==> config.mk <==
export PLATFORM = sky130hd
export DESIGN_NAME = mult_div_unit
export DESIGN_NICKNAME = d
export VERILOG_FILES = /design/src/rtl/mdu_pkg.sv /design/src/rtl/mdu_datapath.sv /design/src/rtl/mult_div_unit.sv
export SDC_FILE = /design/constraint.sdc
export NUM_CORES = 1
export LEC_CHECK = 0
export BUFFER_PORTS_ARGS = -buffer_cell sky130_fd_sc_hd__buf_2
export CAP_MARGIN = 5
export CORE_MARGIN = 4
export CORE_UTILIZATION = 40
export DETAILED_ROUTE_END_ITERATION = 8
export PLACE_DENSITY_LB_ADDON = 0.1
export SYNTH_ARGS = -nofsm -noshare
export SYNTH_HDL_FRONTEND = slang
export SYNTH_SLANG_ARGS = --single-unit
==> constraint.sdc <==
create_clock -name i_clk -period 12.6 [get_ports i_clk]
set_clock_uncertainty 0.15 [all_clocks]
set_input_delay 1.89 -clock i_clk [delete_from_list [all_inputs] [get_ports i_clk]]
set_output_delay 1.89 -clock i_clk [all_outputs]
set_load 0.05 [all_outputs]
==> src/rtl/mdu_pkg.sv <==
// mdu_pkg: shared encodings for the multiply/divide unit.
//   - mdu_op_e    : operation encoding as presented on i_op
//   - mdu_state_e : control FSM states
//   - MDU_DATA_W  : default operand width
package mdu_pkg;

  localparam int unsigned MDU_DATA_W = 32;

  typedef enum logic [1:0] {
    MDU_MULT  = 2'b00,
    MDU_MULTU = 2'b01,
    MDU_DIV   = 2'b10,
    MDU_DIVU  = 2'b11
  } mdu_op_e;

  typedef enum logic [1:0] {
    ST_IDLE = 2'd0,
    ST_CALC = 2'd1,
    ST_FIX  = 2'd2
  } mdu_state_e;

  // Divide ops share the restoring-subtract datapath mode.
  function automatic logic op_is_div(input mdu_op_e op);
    return (op == MDU_DIV) || (op == MDU_DIVU);
  endfunction

  // Signed ops need operand magnitudes and a result sign fixup.
  function automatic logic op_is_signed(input mdu_op_e op);
    return (op == MDU_MULT) || (op == MDU_DIV);
  endfunction

endpackage

==> src/rtl/mdu_datapath.sv <==
// mdu_datapath: one radix-2 step per cycle over a 2*DATA_W accumulator.
//   Multiply: acc = {partial product, multiplier}; add-and-shift-right.
//   Divide  : acc = {remainder, dividend/quotient}; shift-left-and-restoring-subtract.
// Ports:
//   i_clk, i_rst      clock, synchronous active-high reset
//   i_load            load magnitudes i_a/i_b and mode i_is_div
//   i_step            perform one iteration
//   i_is_div          1 = divide mode, 0 = multiply mode (sampled on i_load)
//   i_a, i_b          operand magnitudes (multiplicand/dividend, multiplier/divisor)
//   o_acc             accumulator: product, or {remainder, quotient}
module mdu_datapath
  import mdu_pkg::*;
#(
  parameter int unsigned DATA_W = MDU_DATA_W
) (
  input  logic                  i_clk,
  input  logic                  i_rst,
  input  logic                  i_load,
  input  logic                  i_step,
  input  logic                  i_is_div,
  input  logic [DATA_W-1:0]     i_a,
  input  logic [DATA_W-1:0]     i_b,
  output logic [2*DATA_W-1:0]   o_acc
);

  localparam int unsigned ACC_W = 2 * DATA_W;

  logic [ACC_W-1:0]  acc_q;
  logic [ACC_W-1:0]  acc_step;
  logic [DATA_W-1:0] opnd_q;
  logic              is_div_q;
  logic [DATA_W:0]   add_a;
  logic [DATA_W:0]   add_b;
  logic [DATA_W+1:0] sum;
  logic              ge;

  // Shared adder/subtractor; in divide mode the top bit of sum is "no borrow".
  always_comb begin
    add_a = is_div_q ? acc_q[ACC_W-1:DATA_W-1] : {1'b0, acc_q[ACC_W-1:DATA_W]};
    add_b = is_div_q ? ~{1'b0, opnd_q} : {1'b0, opnd_q};
    sum   = {1'b0, add_a} + {1'b0, add_b} + (DATA_W+2)'(is_div_q);
  end

  // Next accumulator value for one iteration.
  always_comb begin
    ge       = sum[DATA_W+1];
    acc_step = acc_q;
    if (is_div_q) begin
      // Shifted remainder is restored (kept) when it is below the divisor.
      acc_step = {(ge ? sum[DATA_W-1:0] : acc_q[ACC_W-2:DATA_W-1]),
                  acc_q[DATA_W-2:0], ge};
    end else if (acc_q[0]) begin
      acc_step = {sum[DATA_W:0], acc_q[DATA_W-1:1]};
    end else begin
      acc_step = {1'b0, acc_q[ACC_W-1:1]};
    end
  end

  // Accumulator, stationary operand and mode registers.
  always_ff @(posedge i_clk) begin
    if (i_rst) begin
      acc_q    <= '0;
      opnd_q   <= '0;
      is_div_q <= 1'b0;
    end else if (i_load) begin
      acc_q    <= {{DATA_W{1'b0}}, (i_is_div ? i_a : i_b)};
      opnd_q   <= i_is_div ? i_b : i_a;
      is_div_q <= i_is_div;
    end else if (i_step) begin
      acc_q    <= acc_step;
    end
  end

  assign o_acc = acc_q;

endmodule

==> src/rtl/mult_div_unit.sv <==
// mult_div_unit: iterative MULT/MULTU/DIV/DIVU with architectural HI/LO.
// Latency is DATA_W+2 edges from the accepting edge to HI/LO update.
// Ports:
//   i_clk, i_rst      clock, synchronous active-high reset
//   i_start, i_op     launch op (00 MULT, 01 MULTU, 10 DIV, 11 DIVU) when idle
//   i_rs, i_rt        operands A and B, sampled only at launch
//   i_mthi, i_mtlo    write i_rs into HI / LO while idle (dropped if i_start)
//   o_hi, o_lo        HI / LO registers
//   o_busy            operation in progress
//   o_done            one-cycle pulse after HI/LO take a result
//   o_div0            (only with MDU_DIV0_FLAG_EN) sticky divide-by-zero flag,
//                     cleared by the next accepted i_start
module mult_div_unit
  import mdu_pkg::*;
#(
  parameter int unsigned DATA_W = MDU_DATA_W,
  parameter int unsigned CNT_W  = 6
) (
  input  logic              i_clk,
  input  logic              i_rst,
  input  logic              i_start,
  input  logic [1:0]        i_op,
  input  logic [DATA_W-1:0] i_rs,
  input  logic [DATA_W-1:0] i_rt,
  input  logic              i_mthi,
  input  logic              i_mtlo,
  output logic [DATA_W-1:0] o_hi,
  output logic [DATA_W-1:0] o_lo,
  output logic              o_busy,
  output logic              o_done
`ifdef MDU_DIV0_FLAG_EN
  ,
  output logic              o_div0
`endif
);

  localparam int unsigned ACC_W = 2 * DATA_W;

  mdu_op_e           op;
  mdu_state_e        state_q, state_d;
  logic [CNT_W-1:0]  cnt_q;
  logic              busy_q, busy_d;
  logic              done_q;
  logic              dp_load, dp_step, fix_en;
  logic              is_div_q, res_neg_q, rem_neg_q, b_zero_q;
  logic              is_signed;
  logic [DATA_W-1:0] a_mag, b_mag;
  logic [ACC_W-1:0]  dp_acc;
  logic [ACC_W-1:0]  prod_fix;
  logic [DATA_W-1:0] quo, rem, quo_fix, rem_fix;
  logic [DATA_W-1:0] fix_hi, fix_lo;
  logic [DATA_W-1:0] hi_q, lo_q;

  assign op        = mdu_op_e'(i_op);
  assign is_signed = op_is_signed(op);

  // Operand magnitudes; 0x80..0 maps to itself, which is the correct unsigned magnitude.
  assign a_mag = (is_signed && i_rs[DATA_W-1]) ? (DATA_W'(0) - i_rs) : i_rs;
  assign b_mag = (is_signed && i_rt[DATA_W-1]) ? (DATA_W'(0) - i_rt) : i_rt;

  // FSM state register plus registered busy/done.
  always_ff @(posedge i_clk) begin
    if (i_rst) begin
      state_q <= ST_IDLE;
      busy_q  <= 1'b0;
      done_q  <= 1'b0;
    end else begin
      state_q <= state_d;
      busy_q  <= busy_d;
      done_q  <= fix_en;
    end
  end

  // Next-state logic.
  always_comb begin
    state_d = state_q;
    case (state_q)
      ST_IDLE: if (i_start) state_d = ST_CALC;
      ST_CALC: if (cnt_q == CNT_W'(DATA_W - 1)) state_d = ST_FIX;
      ST_FIX:  state_d = ST_IDLE;
      default: state_d = ST_IDLE;
    endcase
  end

  // Control strobes decoded from the current state.
  always_comb begin
    dp_load = 1'b0;
    dp_step = 1'b0;
    fix_en  = 1'b0;
    busy_d  = (state_d != ST_IDLE);
    case (state_q)
      ST_IDLE: dp_load = i_start;
      ST_CALC: dp_step = 1'b1;
      ST_FIX:  fix_en  = 1'b1;
      default: ;
    endcase
  end

  // Iteration counter and per-operation sign/mode bookkeeping.
  always_ff @(posedge i_clk) begin
    if (i_rst) begin
      cnt_q     <= '0;
      is_div_q  <= 1'b0;
      res_neg_q <= 1'b0;
      rem_neg_q <= 1'b0;
      b_zero_q  <= 1'b0;
    end else if (dp_load) begin
      cnt_q     <= '0;
      is_div_q  <= op_is_div(op);
      res_neg_q <= is_signed & (i_rs[DATA_W-1] ^ i_rt[DATA_W-1]);
      rem_neg_q <= is_signed & i_rs[DATA_W-1];
      b_zero_q  <= (i_rt == '0);
    end else if (dp_step) begin
      cnt_q     <= cnt_q + CNT_W'(1);
    end
  end

  mdu_datapath #(
    .DATA_W (DATA_W)
  ) u_datapath (
    .i_clk    (i_clk),
    .i_rst    (i_rst),
    .i_load   (dp_load),
    .i_step   (dp_step),
    .i_is_div (op_is_div(op)),
    .i_a      (a_mag),
    .i_b      (b_mag),
    .o_acc    (dp_acc)
  );

  // Sign fixup. For divide-by-zero the remainder is |A| and restoring its sign
  // gives back A exactly; the quotient stays all ones.
  always_comb begin
    prod_fix = res_neg_q ? (ACC_W'(0) - dp_acc) : dp_acc;
    quo      = dp_acc[DATA_W-1:0];
    rem      = dp_acc[ACC_W-1:DATA_W];
    quo_fix  = (res_neg_q && !b_zero_q) ? (DATA_W'(0) - quo) : quo;
    rem_fix  = rem_neg_q ? (DATA_W'(0) - rem) : rem;
    fix_hi   = is_div_q ? rem_fix : prod_fix[ACC_W-1:DATA_W];
    fix_lo   = is_div_q ? quo_fix : prod_fix[DATA_W-1:0];
  end

  // HI/LO: result on the FIX edge, MT writes only when idle and not starting.
  always_ff @(posedge i_clk) begin
    if (i_rst) begin
      hi_q <= '0;
      lo_q <= '0;
    end else if (fix_en) begin
      hi_q <= fix_hi;
      lo_q <= fix_lo;
    end else if ((state_q == ST_IDLE) && !i_start) begin
      if (i_mthi) hi_q <= i_rs;
      if (i_mtlo) lo_q <= i_rs;
    end
  end

`ifdef MDU_DIV0_FLAG_EN
  logic div0_q;

  // Sticky divide-by-zero flag, cleared when the next op is accepted.
  always_ff @(posedge i_clk) begin
    if (i_rst) begin
      div0_q <= 1'b0;
    end else if (dp_load) begin
      div0_q <= 1'b0;
    end else if (fix_en && is_div_q && b_zero_q) begin
      div0_q <= 1'b1;
    end
  end

  assign o_div0 = div0_q;
`endif

  assign o_hi   = hi_q;
  assign o_lo   = lo_q;
  assign o_busy = busy_q;
  assign o_done = done_q;

endmodule
**After elaboration in Yosys (flattened, before gate mapping)**

Cells that the tools add are included.

- Register bits after elaboration: 174
- Input port bits: 71
- Output and inout port bits: 66
- Word-level logic and storage cells: 77

- $add $sub $neg: 8
- Equality and inequality tests: 5
- Multiplexer cells: 28
- Bitwise logic cells: 4
- Reductions and logical operators: 19

Operators by type and width:

| kind | number |
|---|---|
| $mux 32 | 17 |
| $mux 64 | 3 |
| $sub 1x32->32 const A | 4 |
| $mux 33 | 2 |
| $sub 1x64->64 const A | 1 |
| $add 33x33->34 | 1 |
| $add 34x1->34 | 1 |
| $not 32->33 | 1 |
| $logic_not 32->1 | 1 |
| $reduce_bool 2->1 | 5 |
| $add 6x1->6 const B | 1 |
| $eq 2x2->1 const B | 3 |
| $eq 6x5->1 const B | 1 |
| $logic_and 1x1->1 | 4 |
| $logic_not 2->1 | 2 |
| $mux 2 | 2 |
| $pmux 2 s2 | 1 |
| $reduce_and 2->1 | 2 |
| $mux 1 | 3 |
| $and 1x1->1 | 2 |
| $eq 2x1->1 const B | 1 |
| $logic_not 1->1 | 2 |
| $logic_or 1x1->1 | 2 |
| $reduce_or 2->1 | 1 |
| $xor 1x1->1 | 1 |

**Depth between registers and ports, before layout**

Gate-level depths: netlist of the first run.

- Depth after elaboration: 8
- Depth in mapped cells: 19
- Mapped depth without buffers: 12

**Cells and area by module**

A second synthesis of the first run with hierarchy kept.

- Cell total of the unflattened synthesis: 1,923
- Area total of the unflattened synthesis: 14,566.5 um^2

Modules (own cells, without submodules):

| module | instances | cells an instance | area an instance (um^2) | sequential area each (um^2) |
|---|---|---|---|---|
| mdu_datapath | 1 | 1,013 | 8,008.9 | 1,941.9 |
| mult_div_unit | 1 | 910 | 6,557.5 | 1,561.5 |

**Worst setup path after synthesis of the first run**

No wires, ideal clock.

- Path kind: register to register
- From: register u_datapath.is_div_q
- To: register u_datapath.acc_q[52] (netlist: u_datapath.o_acc[52])
- Data arrival time: 4.498 ns
- Data required time: 12.333 ns
- Slack: 7.835 ns
- Cell stages (with the launch flop): 18
- Path buffers: 7
- Period minus slack after synthesis: 4.765 ns
- Path through: dfxtp_1 > buf_1 > buf_1 > buf_2 > buf_1 > clkbuf_1 > xor2_1 > ha_1 > a21o_1 > a21o_1 > o31a_1 > nor4b_2 > nor2_2 > a22o_1 > buf_2 > buf_6 > a221o_1 > a22o_1

- Word-level cells in the longest chain between the ends: 5
- Elaborated cells between the ends (all ways): 7
- Classes of those cells: 2 x add/sub; 5 x mux

Ends and longest elaborated chain:

| element | RTL line | text |
|---|---|---|
| start: declaration | mdu_datapath.sv:31 | `logic is_div_q;` |
| start signal: assignment | mdu_datapath.sv:68 | `is_div_q <= i_is_div;` |
| $mux 33 (on tied branches) | mdu_datapath.sv:39, mdu_datapath.sv:40 |  |
| $add 33x33->34 | mdu_datapath.sv:41 | `sum = {1'b0, add_a} + {1'b0, add_b} + (DATA_W+2)'(is_div_q);` |
| $add 34x1->34 | mdu_datapath.sv:41 |  |
| $mux 64 / $mux 32 (equally long branches) | mdu_datapath.sv:52, mdu_datapath.sv:50 |  |
| $mux 64 (*) | mdu_datapath.sv:48 | `if (is_div_q) begin` |
| end signal: assignment | mdu_datapath.sv:66 | `acc_q <= {{DATA_W{1'b0}}, (i_is_div ? i_a : i_b)};` |
| end signal: assignment | mdu_datapath.sv:70 | `acc_q <= acc_step;` |
| end: declaration | mdu_datapath.sv:28 | `logic [ACC_W-1:0] acc_q;` |

Every way passes the cells marked *; elsewhere a longest branch is shown, timed or not.
A chain may end at the register's enable or synchronous reset.

**Final worst setup path of the first run**

- From: register u_datapath.is_div_q
- To: register u_datapath.acc_q[58] (netlist: u_datapath.o_acc[58])

The elaborated chain is that of the path after synthesis.

==> results.toml, run 1 <==
[synth]
avgSynthCellArea_um2 = 7.37
synth_top_cell_by_area = "dfxtp_1"
synthCells = 1897
synth-seq-cells = 174
seq_area_frac_synth_pct = 24.9
synth_area_um2 = 14000
yosysWarnings = 0
synth_top_area_share_pct = 24.9
synthDistinctLibCells = 89
synth_nets = 2005
synth_area_leaders = "dfxtp_1 (25%), a21oi_1 (7.3%), xor2_1 (6.6%), nor2_1 (6.3%), nand2_1 (5.4%)"
synth_edf_count = 0
synth-async-reset-ratio_pct = 0
synthFlopType = "dfxtp_1"

[global_route]
antenna_found_initial = 1
grt_max_degree = 85
grt_pass1_vias = 13300
grt_usage_pct = 28.4
grt-ovfl-total = 0
grt_first_pass_wirelength_um = 83700

[run]
maxCapViolCount = 0

[worst_hold_path]
hold_path_end = "o_hi[22]"
min_path_cells = 2
worstHoldPathType = "reg -> reg"
min-delay-start = "o_hi[22]"

[timing]
fin_crit_ns = 5.42
fin_tns_setup_ns = 0
finalCritPeriodShare_pct = 43.0
grt_setup_unrepaired = "false"
relSlewSlack_pct = 31.7
max_freq_mhz = 185
setup_slack_ns = 7.18
setup_viol = 0
worst_pin_slew_ns = 1.02
hold_viol_final = 0
drv_slew = 0

[detailed_routing]
viasPerCell = 6.01
wl_um = 55800
wl_per_cell_um = 23.5
drt_iter0_drc = 1273
via_count = 14300
postRouteAntennaNets = 0
firstDrtPassIters = 5
drc = 0

[cts]
clock_path_buffers = 2
cts_setup_buffers = 0
clk_pin_slew_ns = 0.07
clock_latency_ns = 0.46
root_buffer = "clkbuf_16"
cts_made_buffers = 17
cts_tree = "done"
cts_resized = 0
cts_max_level = 4
cts.sinks = 174
hold_buffers = 0

[critical_path]
timing.rr.start = "u_datapath.is_div_q"
rrSetupSlack_ns = 7.18
r2r-end = "u_datapath.o_acc[58]"
cp-start-kind = "register"
worstPathRequired_ns = 12.80
reg2reg_depth = 13
critical_path_class = "reg -> reg"
path_max_fanout = 43
end_kind = "register"
arrival_ns = 5.62

[placement]
portBuffers = 136
dp_hpwl_um = 42500
placed_area_um2 = 14800
pre_cts_slack_ns = 7.25
place.gp.congestion = 0.927

[cells_and_area]
area_growth_pct = 9.64
final_cell_area_um2 = 15300
utilization_pct = 44.4
seq_area_um2 = 3490
n_fill_cell = 3640
multi_input_comb_area_um2 = 9750
drive_above_1_share_pct = 13.8
finalNetCount = 2013

[pwr]
ir_drop_v = 0.000103
power_density_nw_per_um2 = 106
p_leak_uw = 0.00614
p_total_uw = 1630

[floorplanning]
die_y_um = 195
io_pins = 137
fp-row-count = 68
coreArea_um2 = 34500
start_util_pct = 40.5
die_w_um = 195
dieArea_um2 = 38000

[run_status]
outcome = "finished, final reports clean"
cells by family after synthesis:
kind of cell,synth area share (%)
AND/OR/NAND/NOR,21.3
AO/OA/AOI/OAI,27.2
buffers and inverters,5.51
XOR/XNOR,11.6
flip-flops,24.9
multiplexers,6.10
adder cells (fa/ha/maj),3.37
area by class of cell:
class	instances	share of cell area, %
clock inverter	13	0.857
sequential	174	22.8
antenna	1	0.0163
multi-input combinational	1530	63.6
timing repair buffer	160	5.63
tap	455	3.72
clock buffer	19	2.83
inverter	22	0.539
stage by stage:
| step | hold WS [ns] | instances |
|---|---|---|
| floorplan | 0.280 | 1897 |
| global placement | 0.281 | 2341 |
| detailed placement | 0.290 | 2341 |
| CTS | 0.306 | 2373 |
| global route | 0.316 | 2374 |
| finish | 0.300 | 2374 |
worst max path at each step:
stage                             start                   end  slack, ns  cells past startpoint
floorplan           u_datapath.is_div_q  u_datapath.o_acc[52]       7.83                     17
global placement    u_datapath.is_div_q  u_datapath.o_acc[34]       7.33                     13
detailed placement  u_datapath.is_div_q  u_datapath.o_acc[34]       7.25                     13
CTS                 u_datapath.is_div_q  u_datapath.o_acc[34]       7.20                     13
global route        u_datapath.is_div_q  u_datapath.o_acc[34]       6.78                     13
finish              u_datapath.is_div_q  u_datapath.o_acc[58]       7.18                     13
power breakdown:
group | switching [uW] | internal, uW | total, uW
Combinational | 307 | 153 | 460
Sequential | 54.2 | 581 | 635
Clock | 259 | 277 | 536
Total | 620 | 1010 | 1630
critical path, cell delays in order (launching register included):
cell and delay, ns:
dfxtp_4 0.63, buf_4 0.49, buf_4 0.60, o21ai_0 0.33, fa_1 0.49, a21oi_1 0.24
a2bb2oi_1 0.27, o21ai_0 0.20, a211oi_1 0.48, o21ai_0 0.30, a41oi_1 0.34, xor2_1 0.29
o211ai_1 0.12, a32o_1 0.30
cells in the mapped netlist, drive strengths merged, types with 14 or more instances:
| cell type | number |
|---|---|
| o21ai | 99 |
| o41ai | 14 |
| xor2 | 105 |
| a211oi | 65 |
| buf | 39 |
| nor2 | 237 |
| a21oi | 205 |
| or3 | 15 |
| inv | 21 |
| nor4 | 21 |
| nor3 | 40 |
| xnor2 | 80 |
| mux2 | 33 |
| nand3 | 26 |
| clkbuf | 132 |
| dfxtp | 174 |
| a21o | 22 |
| o211ai | 34 |
| mux2i | 48 |
| nor2b | 14 |
| nand2 | 202 |
| a31oi | 28 |
| o31ai | 18 |
| ha | 36 |
registers in the layout (all words and copies together), names as in the netlist:
register / cells
u_datapath.opnd_q: 32
u_datapath.o_acc: 64
o_done: 1
res_neg_q: 1
b_zero_q: 1
rem_neg_q: 1
cnt_q: 6
o_lo: 32
o_busy: 1
state_q: 2
u_datapath.is_div_q: 1
o_hi: 32
cell usage in the layout (no fill, tap or decap), drive strengths merged, types with 14 or more instances in the layout:
cell type / instances
inv: 26
nand2: 202
a31oi: 28
a21oi: 205
o31ai: 18
mux2: 33
o21ai: 99
nor4: 21
xnor2: 80
nand3: 26
nor2: 237
a21o: 22
a211oi: 65
or3: 15
o211ai: 34
o41ai: 14
nor2b: 14
ha: 36
clkbuf: 19
buf: 160
dfxtp: 174
nor3: 40
mux2i: 48
xor2: 105
per-layer routing:
| layer | global-route usage (%) | part of all wire [%] | vias up |
|---|---|---|---|
| met5 | 0 | 0 | - |
| met4 | 6.98 | 1.9 | 0 |
| met3 | 5.46 | 7.6 | 59 |
| met2 | 43.7 | 44 | 542 |
| met1 | 41.0 | 46 | 6815 |
| li1 | - | - | 6848 |
Power figures use the tool's default switching activity.
==> inputs of run 2 (changes only) <==
==> constraint.sdc (replaced) <==
create_clock -name i_clk -period 5.49 [get_ports i_clk]
set_clock_uncertainty 0.15 [all_clocks]
set_input_delay 0.8235 -clock i_clk [delete_from_list [all_inputs] [get_ports i_clk]]
set_output_delay 0.8235 -clock i_clk [all_outputs]
set_load 0.05 [all_outputs]
==> results.toml, run 2 (same netlist as run 1, synthesis figures left out) <==
[pwr]
ir_drop_v = 0.000217
p_leak_uw = 0.00618
power_density_nw_per_um2 = 247
p_total_uw = 3800

[critical_path]
crit_chain = "buf_4 -> mux2_2 -> ha_1 -> a21o_1 -> a21o_1 -> a21oi_1 -> nand2b_1 -> a211oi_1 -> a22o_1 -> mux2_2 -> o221ai_1 -> a31oi_1"
worstPathRequired_ns = 5.64
end_kind = "register"
critical_path_class = "reg -> reg"
crit_family = "compound AO/OA/AOI/OAI gates"
path_max_fanout = 36
reg2reg_depth = 12
r2r-end = "u_datapath.o_acc[57]"
crit_cells = 12
crit_path_max_incr_delay_ns = 0.74
critPathSlowestCell = "a22o_1"
rrSetupSlack_ns = 0.98
arrival_ns = 4.66
cp-start-kind = "register"
timing.rr.start = "u_datapath.is_div_q"
cp_num_buf_inv = 1

[floorplanning]
coreArea_um2 = 34500
dieArea_um2 = 38000
die_w_um = 195
start_util_pct = 40.5
die_y_um = 195
io_pins = 137
fp-row-count = 68

[cts]
cts_made_buffers = 17
cts_max_level = 4
clock_latency_ns = 0.46
cts.sinks = 174
cts_tree = "done"
root_buffer = "clkbuf_16"
cts_setup_buffers = 0
clock_path_buffers = 2
hold_buffers = 0
clk_pin_slew_ns = 0.07
cts_resized = 0

[timing]
drv_slew = 0
worst_pin_slew_ns = 1.09
grt_setup_unrepaired = "false"
max_freq_mhz = 222
fin_crit_ns = 4.51
hold_viol_final = 0
relSlewSlack_pct = 27.6
finalCritPeriodShare_pct = 82.1
setup_viol = 0
fin_tns_setup_ns = 0

[global_route]
grt-ovfl-total = 0
grt_pass1_vias = 13100
grt_first_pass_wirelength_um = 84300
antenna_found_initial = 4
grt_max_degree = 68
grt_usage_pct = 28.5

[detailed_routing]
firstDrtPassIters = 6
wl_per_cell_um = 23.7
wl_met3_um = 4580
drc = 0
via_count = 14400
postRouteAntennaNets = 0
m1WireLength_um = 26000
dr.max_layer_used = "met5"
wl_um = 56500
viasPerCell = 6.06
wl_met2_um = 24700
drt_iter0_drc = 1521

[placement]
dp_hpwl_um = 43300
place.gp.congestion = 0.941
portBuffers = 136

[run]
maxCapViolCount = 0

[cells_and_area]
drive_above_1_share_pct = 14.2
layout_commonest_cell = "nor2_1"
n_fill_cell = 3621
finalNetCount = 2019
final_cell_mix = "nor2_1 (235), a21oi_1 (205), nand2_1 (200)"
seq_area_um2 = 3490
area_growth_pct = 10.2
multi_input_comb_area_um2 = 9750
largest_reg_flops = 64

[worst_hold_path]
worstHoldPathType = "reg -> reg"
min-delay-start = "o_hi[22]"
min_path_cells = 2
hold_path_end = "o_hi[22]"

[run_status]
outcome = "finished, final reports clean"
-- run 2: power breakdown --
| group | switching (uW) | internal, uW |
|---|---|---|
| Combinational | 715 | 354 |
| Sequential | 122 | 1330 |
| Clock | 620 | 657 |
-- run 2: metal layers --
layer | track usage, % | vias up
met4 | 7.58 | 2
met3 | 5.98 | 62
li1 | - | 6847
met2 | 43.0 | 621
met1 | 41.4 | 6893
met5 | 0 | -
-- run 2: worst reg2reg max path, cell delays in order (launching register included) --
cell	delay [ns]
dfxtp_4	0.65
buf_4	0.48
mux2_2	0.41
ha_1	0.41
a21o_1	0.15
a21o_1	0.10
a21oi_1	0.07
nand2b_1	0.16
a211oi_1	0.41
a22o_1	0.74
mux2_2	0.42
o221ai_1	0.15
a31oi_1	0.06
-- run 2: layout make-up --
class / count / share of cell area [%]
Tap cell: 455 / 3.70
Clock buffer: 18 / 2.85
Sequential cell: 174 / 22.7
Timing Repair Buffer: 166 / 5.90
Antenna cell: 2 / 0.0325
Multi-Input combinational cell: 1530 / 63.3
Clock inverter: 14 / 0.991
Inverter: 22 / 0.536
-- run 2: worst max path at each step --
stage,start,to
6_report,u_datapath.is_div_q,u_datapath.o_acc[57]
5_1_grt,u_datapath.is_div_q,u_datapath.o_acc[57]
4_1_cts,u_datapath.is_div_q,u_datapath.o_acc[57]
3_5_place_dp,u_datapath.is_div_q,u_datapath.o_acc[57]
3_3_place_gp,u_datapath.is_div_q,u_datapath.o_acc[57]
2_1_floorplan,u_datapath.is_div_q,u_datapath.o_acc[52]
-- run 2: through the flow --
stage	hold slack, ns	setup WS (ns)	util, %	cells	cell area, um^2
2_1_floorplan	0.280	0.725	-	1897	14000
3_5_place_dp	0.281	1.06	42.8	2347	14800
5_1_grt	0.324	0.684	44.6	2381	15400
3_3_place_gp	0.286	1.12	42.8	2347	14800
4_1_cts	0.301	1.03	44.6	2379	15400
6_report	0.294	0.984	44.6	2381	15400
